`config.mk`:
```
export PLATFORM = sky130hd
export DESIGN_NAME = fetch_queue
export DESIGN_NICKNAME = d
export VERILOG_FILES = /design/src/rtl/fetch_pkg.sv /design/src/rtl/fetch_queue.sv
export SDC_FILE = /design/constraint.sdc
export NUM_CORES = 1
export LEC_CHECK = 0
export CAP_MARGIN = 20
export CORE_MARGIN = 5
export CORE_UTILIZATION = 45
export CTS_CLUSTER_DIAMETER = 150
export DETAILED_ROUTE_END_ITERATION = 12
export PLACE_DENSITY = 0.68
export SYNTH_ARGS = -nofsm -noshare
export SYNTH_HDL_FRONTEND = slang
export SYNTH_SLANG_ARGS = --single-unit
```
`constraint.sdc`:
```
create_clock -name clk -period 4.7 [get_ports clk]
set_clock_uncertainty 0.05 [all_clocks]
set_input_delay 0.705 -clock clk [delete_from_list [all_inputs] [get_ports clk]]
set_output_delay 0.705 -clock clk [all_outputs]
set_load 0.005 [all_outputs]
```
`src/rtl/fetch_pkg.sv`:
```
// Shared types for the instruction fetch path.
//   fetch_entry_t     : one queued (pc, instr) pair
//   FETCH_QUEUE_DEPTH : default depth for fetch_queue
package fetch_pkg;

    localparam int unsigned FETCH_XLEN        = 32;
    localparam int unsigned FETCH_QUEUE_DEPTH = 4;

    typedef struct packed {
        logic [FETCH_XLEN-1:0] pc;
        logic [FETCH_XLEN-1:0] instr;
    } fetch_entry_t;

endpackage : fetch_pkg

```
`src/rtl/fetch_queue.sv`:
```
// Instruction fetch queue between the PC register / I-cache and decode.
// Fetch pushes one (pc, instr) pair per cycle on an I-cache hit; decode
// drains pairs in program order through valid/ready. A redirect (flush)
// empties the queue in one cycle.
//
// Optional feature macro: FETCH_QUEUE_BYPASS_EN
//   When defined, a pair pushed into an empty queue is presented to decode
//   in the same cycle and, if consumed, is never stored.
//
// Ports:
//   clk         rising-edge clock
//   reset       synchronous active-low reset
//   flush       redirect, discard all entries at the next edge
//   push_valid  fetch presents a pair
//   push_pc     PC of the fetched instruction
//   push_instr  fetched instruction word
//   push_ready  queue can accept a pair (state only, never depends on pop)
//   pop_valid   head pair is available
//   pop_pc      PC of the head pair
//   pop_instr   instruction word of the head pair
//   pop_ready   decode consumes the head this cycle
//   count       occupied entries, 0..DEPTH
module fetch_queue
    import fetch_pkg::*;
#(
    parameter  int unsigned DEPTH = FETCH_QUEUE_DEPTH,
    localparam int unsigned AW    = $clog2(DEPTH)
) (
    input  logic                  clk,
    input  logic                  reset,
    input  logic                  flush,
    input  logic                  push_valid,
    input  logic [FETCH_XLEN-1:0] push_pc,
    input  logic [FETCH_XLEN-1:0] push_instr,
    output logic                  push_ready,
    output logic                  pop_valid,
    output logic [FETCH_XLEN-1:0] pop_pc,
    output logic [FETCH_XLEN-1:0] pop_instr,
    input  logic                  pop_ready,
    output logic [AW:0]           count
);

    localparam int unsigned CW = AW + 1;

    fetch_entry_t  mem_q [DEPTH];
    fetch_entry_t  push_entry;
    fetch_entry_t  head_entry;

    logic [AW-1:0] wr_ptr_q, wr_ptr_d;
    logic [AW-1:0] rd_ptr_q, rd_ptr_d;
    logic [CW-1:0] count_q,  count_d;

    logic          full;
    logic          empty;
    logic          bypass;
    logic          store_push;
    logic          store_pop;

    // Status flags derived from the occupancy counter only
    assign full       = (count_q == CW'(DEPTH));
    assign empty      = (count_q == CW'(0));
    assign push_ready = ~full;
    assign count      = count_q;

    assign push_entry = '{pc: push_pc, instr: push_instr};
    assign head_entry = mem_q[rd_ptr_q];

`ifdef FETCH_QUEUE_BYPASS_EN
    // Empty queue forwards the incoming pair; a pending flush suppresses it
    assign bypass     = empty & push_valid & ~flush;
    assign pop_valid  = ~empty | bypass;
    assign pop_pc     = bypass ? push_pc    : head_entry.pc;
    assign pop_instr  = bypass ? push_instr : head_entry.instr;
    // A bypassed pair taken by decode never lands in storage
    assign store_push = push_valid & push_ready & ~(bypass & pop_ready);
`else
    assign bypass     = 1'b0;
    assign pop_valid  = ~empty;
    assign pop_pc     = head_entry.pc;
    assign pop_instr  = head_entry.instr;
    assign store_push = push_valid & push_ready;
`endif

    // Only a stored entry can be popped from storage
    assign store_pop  = ~empty & pop_ready;

    // Next-state for pointers and occupancy; flush discards same-cycle push/pop
    always_comb begin
        wr_ptr_d = wr_ptr_q;
        rd_ptr_d = rd_ptr_q;
        count_d  = count_q;
        if (flush) begin
            wr_ptr_d = '0;
            rd_ptr_d = '0;
            count_d  = '0;
        end else begin
            if (store_push) begin
                wr_ptr_d = wr_ptr_q + AW'(1);
            end
            if (store_pop) begin
                rd_ptr_d = rd_ptr_q + AW'(1);
            end
            if (store_push && !store_pop) begin
                count_d = count_q + CW'(1);
            end else if (!store_push && store_pop) begin
                count_d = count_q - CW'(1);
            end
        end
    end

    // Pointer and counter registers
    always_ff @(posedge clk) begin
        if (!reset) begin
            wr_ptr_q <= '0;
            rd_ptr_q <= '0;
            count_q  <= '0;
        end else begin
            wr_ptr_q <= wr_ptr_d;
            rd_ptr_q <= rd_ptr_d;
            count_q  <= count_d;
        end
    end

    // Entry storage; contents are never reset, only written on an accepted push
    always_ff @(posedge clk) begin
        if (reset && !flush && store_push) begin
            mem_q[wr_ptr_q] <= push_entry;
        end
    end

    // Keeps the bypass term visible in both builds
    logic unused_bypass;
    assign unused_bypass = bypass;

endmodule : fetch_queue
```
== After elaboration in Yosys (flattened, before gate mapping) ==
Memories as Yosys holds them, arrays and structs flattened. A register that Yosys moved wholly into a read port is not among the register bits.
Index checks and enable logic that the tools add are counted.
Operators by class
  equal/unequal tests: 1
  reduce and logical (&&, ||, !) cells: 10
  $add $sub $neg: 4
  bitwise logic cells: 5
  muxes and demuxes: 6
Operators with widths (number)
  3-bit two-way mux: 2
  2-bit by 1-bit adder with 2-bit output (second input constant): 2
  1-bit logical AND: 4
  2-bit two-way mux: 2
  3-bit by 1-bit adder with 3-bit output (second input constant): 1
  3-bit == test (second input constant): 1
  1-bit zero test: 3
  3-bit zero test: 1
  1-bit inverter: 3
  3-bit by 1-bit subtractor with 3-bit output (second input constant): 1
  1-bit AND: 2
  1-bit two-way mux: 2
  2-bit nonzero test: 1
  2-bit OR reduction: 1
Word-level totals
  logic and storage cells: 30
  input bits: 69
  register bits: 7
  output and inout bits: 69
  memories: 1
  memory bits (writable): 256
Memories
  mem_q: words 4, width 64, rd ports 1, clocked after Yosys merged registers in 1, write ports 1, RTL line fetch_queue.sv:45  | fetch_entry_t mem_q [DEPTH];

== Logic depth before layout (Yosys ltp) ==
  depth in word-level cells: 7
  gate-level depth with buffers: 9
  mapped depth without buffers: 8

== Worst setup path before layout ==
OpenSTA, ideal clock, no wires.
  path kind: in2reg
  from: input port reset
  to: memory mem_q[3][0] (netlist bit) (enable)
  path slack: 1.647 ns
  stages on the path: 2
  data arrival time: 2.574 ns
  setup time: 0.429 ns
  buffers on the path: 0
  required time: 4.221 ns
  cells stage by stage: nor2b_1 > and3_1
On the way
  longest elaborated chain between the ends: 4
Ends and longest elaborated chain
  start, declared: RTL line fetch_queue.sv:30  | input logic reset,
  1-bit logical AND (2 in a row): RTL line fetch_queue.sv:126  | if (reset && !flush && store_push) begin
  1-bit two-way mux: RTL line fetch_queue.sv:126
  1-bit two-way mux (implied by the code): RTL line fetch_queue.sv:127  | mem_q[wr_ptr_q] <= push_entry;
  end, declared: RTL line fetch_queue.sv:45
Every way passes these cells.

==> flow_summary.json <==
{
  "core_area_mm2": 0.0211,
  "cts_tree": "yes",
  "status": "complete, no violations",
  "cts_sinks": 265,
  "antenna_found_initial": 1,
  "grt_use_total": 0.144,
  "finalSetupViolCount": 0,
  "worst_pin_slew_ns": 1.03,
  "synth_flop_cell": "edfxtp_1",
  "path_max_fanout": 33,
  "insertedDiodeCount": 0,
  "ys_warn_count": 0,
  "grt_pass1_wl_um": 27600,
  "max_freq_mhz": 286,
  "dr_total_vias": 4409,
  "num-nets-final": 609,
  "slowest_delay_ns": 0.77,
  "tns_ns": 0,
  "syn_to_final_growth_pct": 26.8,
  "drt_iter0_markers": 227,
  "critPathCaptureType": "primary output",
  "rsz0062_at_grt": "no",
  "num_rows": 53,
  "die_y_um": 157,
  "post_cts_buffers": 0,
  "avgSynthCellArea_um2": 25.3,
  "start_util": 0.459,
  "wire_per_inst_um": 21.1,
  "drive_gt1_frac": 0.211,
  "port_buffers": 137,
  "synth_edf_count": 256,
  "drc": 0,
  "arrival_ns": 2.74,
  "detail-route-antenna-nets": 0,
  "first_global_vias": 4859,
  "cts_hold_buf": 0,
  "ioPinCount": 138,
  "place_area_mm2": 0.0114,
  "syn_area_mm2": 0.00968,
  "synth_cell_types": 29,
  "clock-root-buffer": "clkbuf_16",
  "period_needed_ns": 3.50,
  "die_width_um": 157,
  "mappedNetlistNets": 457,
  "power.density_mw_per_mm2": 415,
  "crit_slowest_cell": "dfxtp_4",
  "cts_resized": 0,
  "slew_violations": 0,
  "cp.depth": 3,
  "design.die.area_mm2": 0.0245,
  "required_ns": 3.94,
  "h-tree-depth": 1,
  "via_per_inst": 5.32,
  "cts_made_buffers": 27,
  "synth-seq-area-share": 0.813,
  "grt_max_degree": 65,
  "postLayoutCellArea_mm2": 0.0123,
  "worst_path_dominant_cell_family": "buffers and inverters",
  "hold_depth": 2,
  "min_path_type": "reg2reg",
  "path_class": "reg2out",
  "synthArstFlopShare": 0,
  "final_hold_viol_count": 0,
  "worstPathCellList": "buf_12 -> mux4_2 -> clkdlybuf4s50_1",
  "routed_wl_um": 17500,
  "place_congestion": 0.697,
  "synth_seq_cells": 265,
  "grt-ovfl-total": 0,
  "worst_skew_pair.late_latency_ns": 0.52,
  "clock_path_buffers": 3,
  "hpwl_um": 9940,
  "startpoint_type": "flop",
  "maxCapViolCount": 0,
  "reg2reg_depth": 8,
  "first_pass_iters": 4,
  "clk_pin_slew_worst_paths_ns": 0.06,
  "worst-path-buf-inv": 2,
  "p_leak_nw": 3.82,
  "syn_inst": 382,
  "maxSlewHeadroom": 0.313,
  "fin_crit_sh": 0.744,
  "peakVddDrop_uv": 299
}
sequential cells by signal (all words and copies together), names as in the netlist, named ones only:
name / flops
count: 3
mem_q: 256
rd_ptr_q: 2
wr_ptr_q: 2
Yosys cell counts, drive strengths merged, types with 2 or more instances:
cell,count,area (um^2)
xor2,4,35.0
edfxtp,256,7690
or3,2,15.0
o21ai,2,10.0
nor2,5,18.8
nand4,2,12.5
inv,3,11.3
mux4,64,1440
ha,5,62.6
and3,4,28.8
o31ai,2,20.0
dfxtp,9,180
buf,14,71.3
worst min-delay path: stages (launching register included):
cell	delay, ns
dfxtp_1	0.34
nand2_1	0.07
o21ai_1	0.05
metal layers:
layer,vias up,wire [um],global-route usage
met5,-,11,0
met4,2,309,0.0331
met3,26,1220,0.0326
met2,144,8730,0.241
met1,2289,7250,0.197
li1,1948,-,-
through the flow:
step                      hold slack (ns)  cells  worst slack (ns)  utilization  power, mW
after floorplan                     0.412    382              1.65            -       2.81
after global placement              0.420    780              1.64        0.539       2.98
after detailed placement            0.442    780              1.63        0.539       2.99
after CTS                           0.451    829              1.11        0.582       5.16
after global routing                0.473    829             0.984        0.582       5.27
final                               0.453    829              1.20        0.582       5.10
cell usage in the layout (no fill, tap or decap), types with 2 or more instances in the layout:
| cell | netlist | layout |
|---|---|---|
| edfxtp_1 | 256 | 256 |
| and3_4 | 0 | 4 |
| bufinv_16 | 0 | 5 |
| clkbuf_16 | 0 | 27 |
| nor2_1 | 5 | 5 |
| clkinv_1 | 0 | 6 |
| clkdlybuf4s50_1 | 0 | 137 |
| dfxtp_4 | 0 | 2 |
| nand4_1 | 2 | 2 |
| or3_2 | 2 | 2 |
| clkinvlp_4 | 0 | 5 |
| inv_1 | 3 | 3 |
| dfxtp_1 | 9 | 7 |
| mux4_2 | 64 | 64 |
| ha_1 | 5 | 5 |
| clkbuf_1 | 0 | 2 |
| xor2_1 | 4 | 4 |
| clkinv_2 | 0 | 4 |
final cells by class:
type	count	area, um^2
sequential	265	7880
fill	1553	8810
multi-input combinational	99	1740
inverter	3	11.3
clock buffer	29	683
clock inverter	20	230
tap	275	344
timing repair buffer	138	1390
logic make-up (layout without fill, tap and decap cells):
logic type / count (synthesis) / after routing / synth area share
xor gates and xnor gates: 4 / 4 / 0.00362
DFF: 265 / 265 / 0.813
buffers and inverters: 18 / 190 / 0.00905
adders and majority gates: 6 / 6 / 0.00853
muxes: 65 / 65 / 0.150
and+or+nand+nor: 18 / 18 / 0.0115
AOI/OAI and AO/OA: 6 / 6 / 0.00452
path summary, 6_finish.rpt:
check	slack, ns	from	to
setup / recovery	1.20	flop	pop_instr[12]
hold / removal	0.45	wr_ptr_q[0]	wr_ptr_q[0]
setup reg to reg	2.35	count[0]	count[2]
hold reg to reg	0.45	wr_ptr_q[0]	wr_ptr_q[0]
power by group:
| part | switching, mW | internal, mW | leakage (nW) |
|---|---|---|---|
| logic | 0.110 | 0.182 | 0.998 |
| registers | 0.0218 | 2.62 | 2.39 |
| clock network | 0.841 | 1.32 | 0.432 |
| total | 0.972 | 4.13 | 3.82 |
No activity file was read; power rests on OpenSTA's default activity.
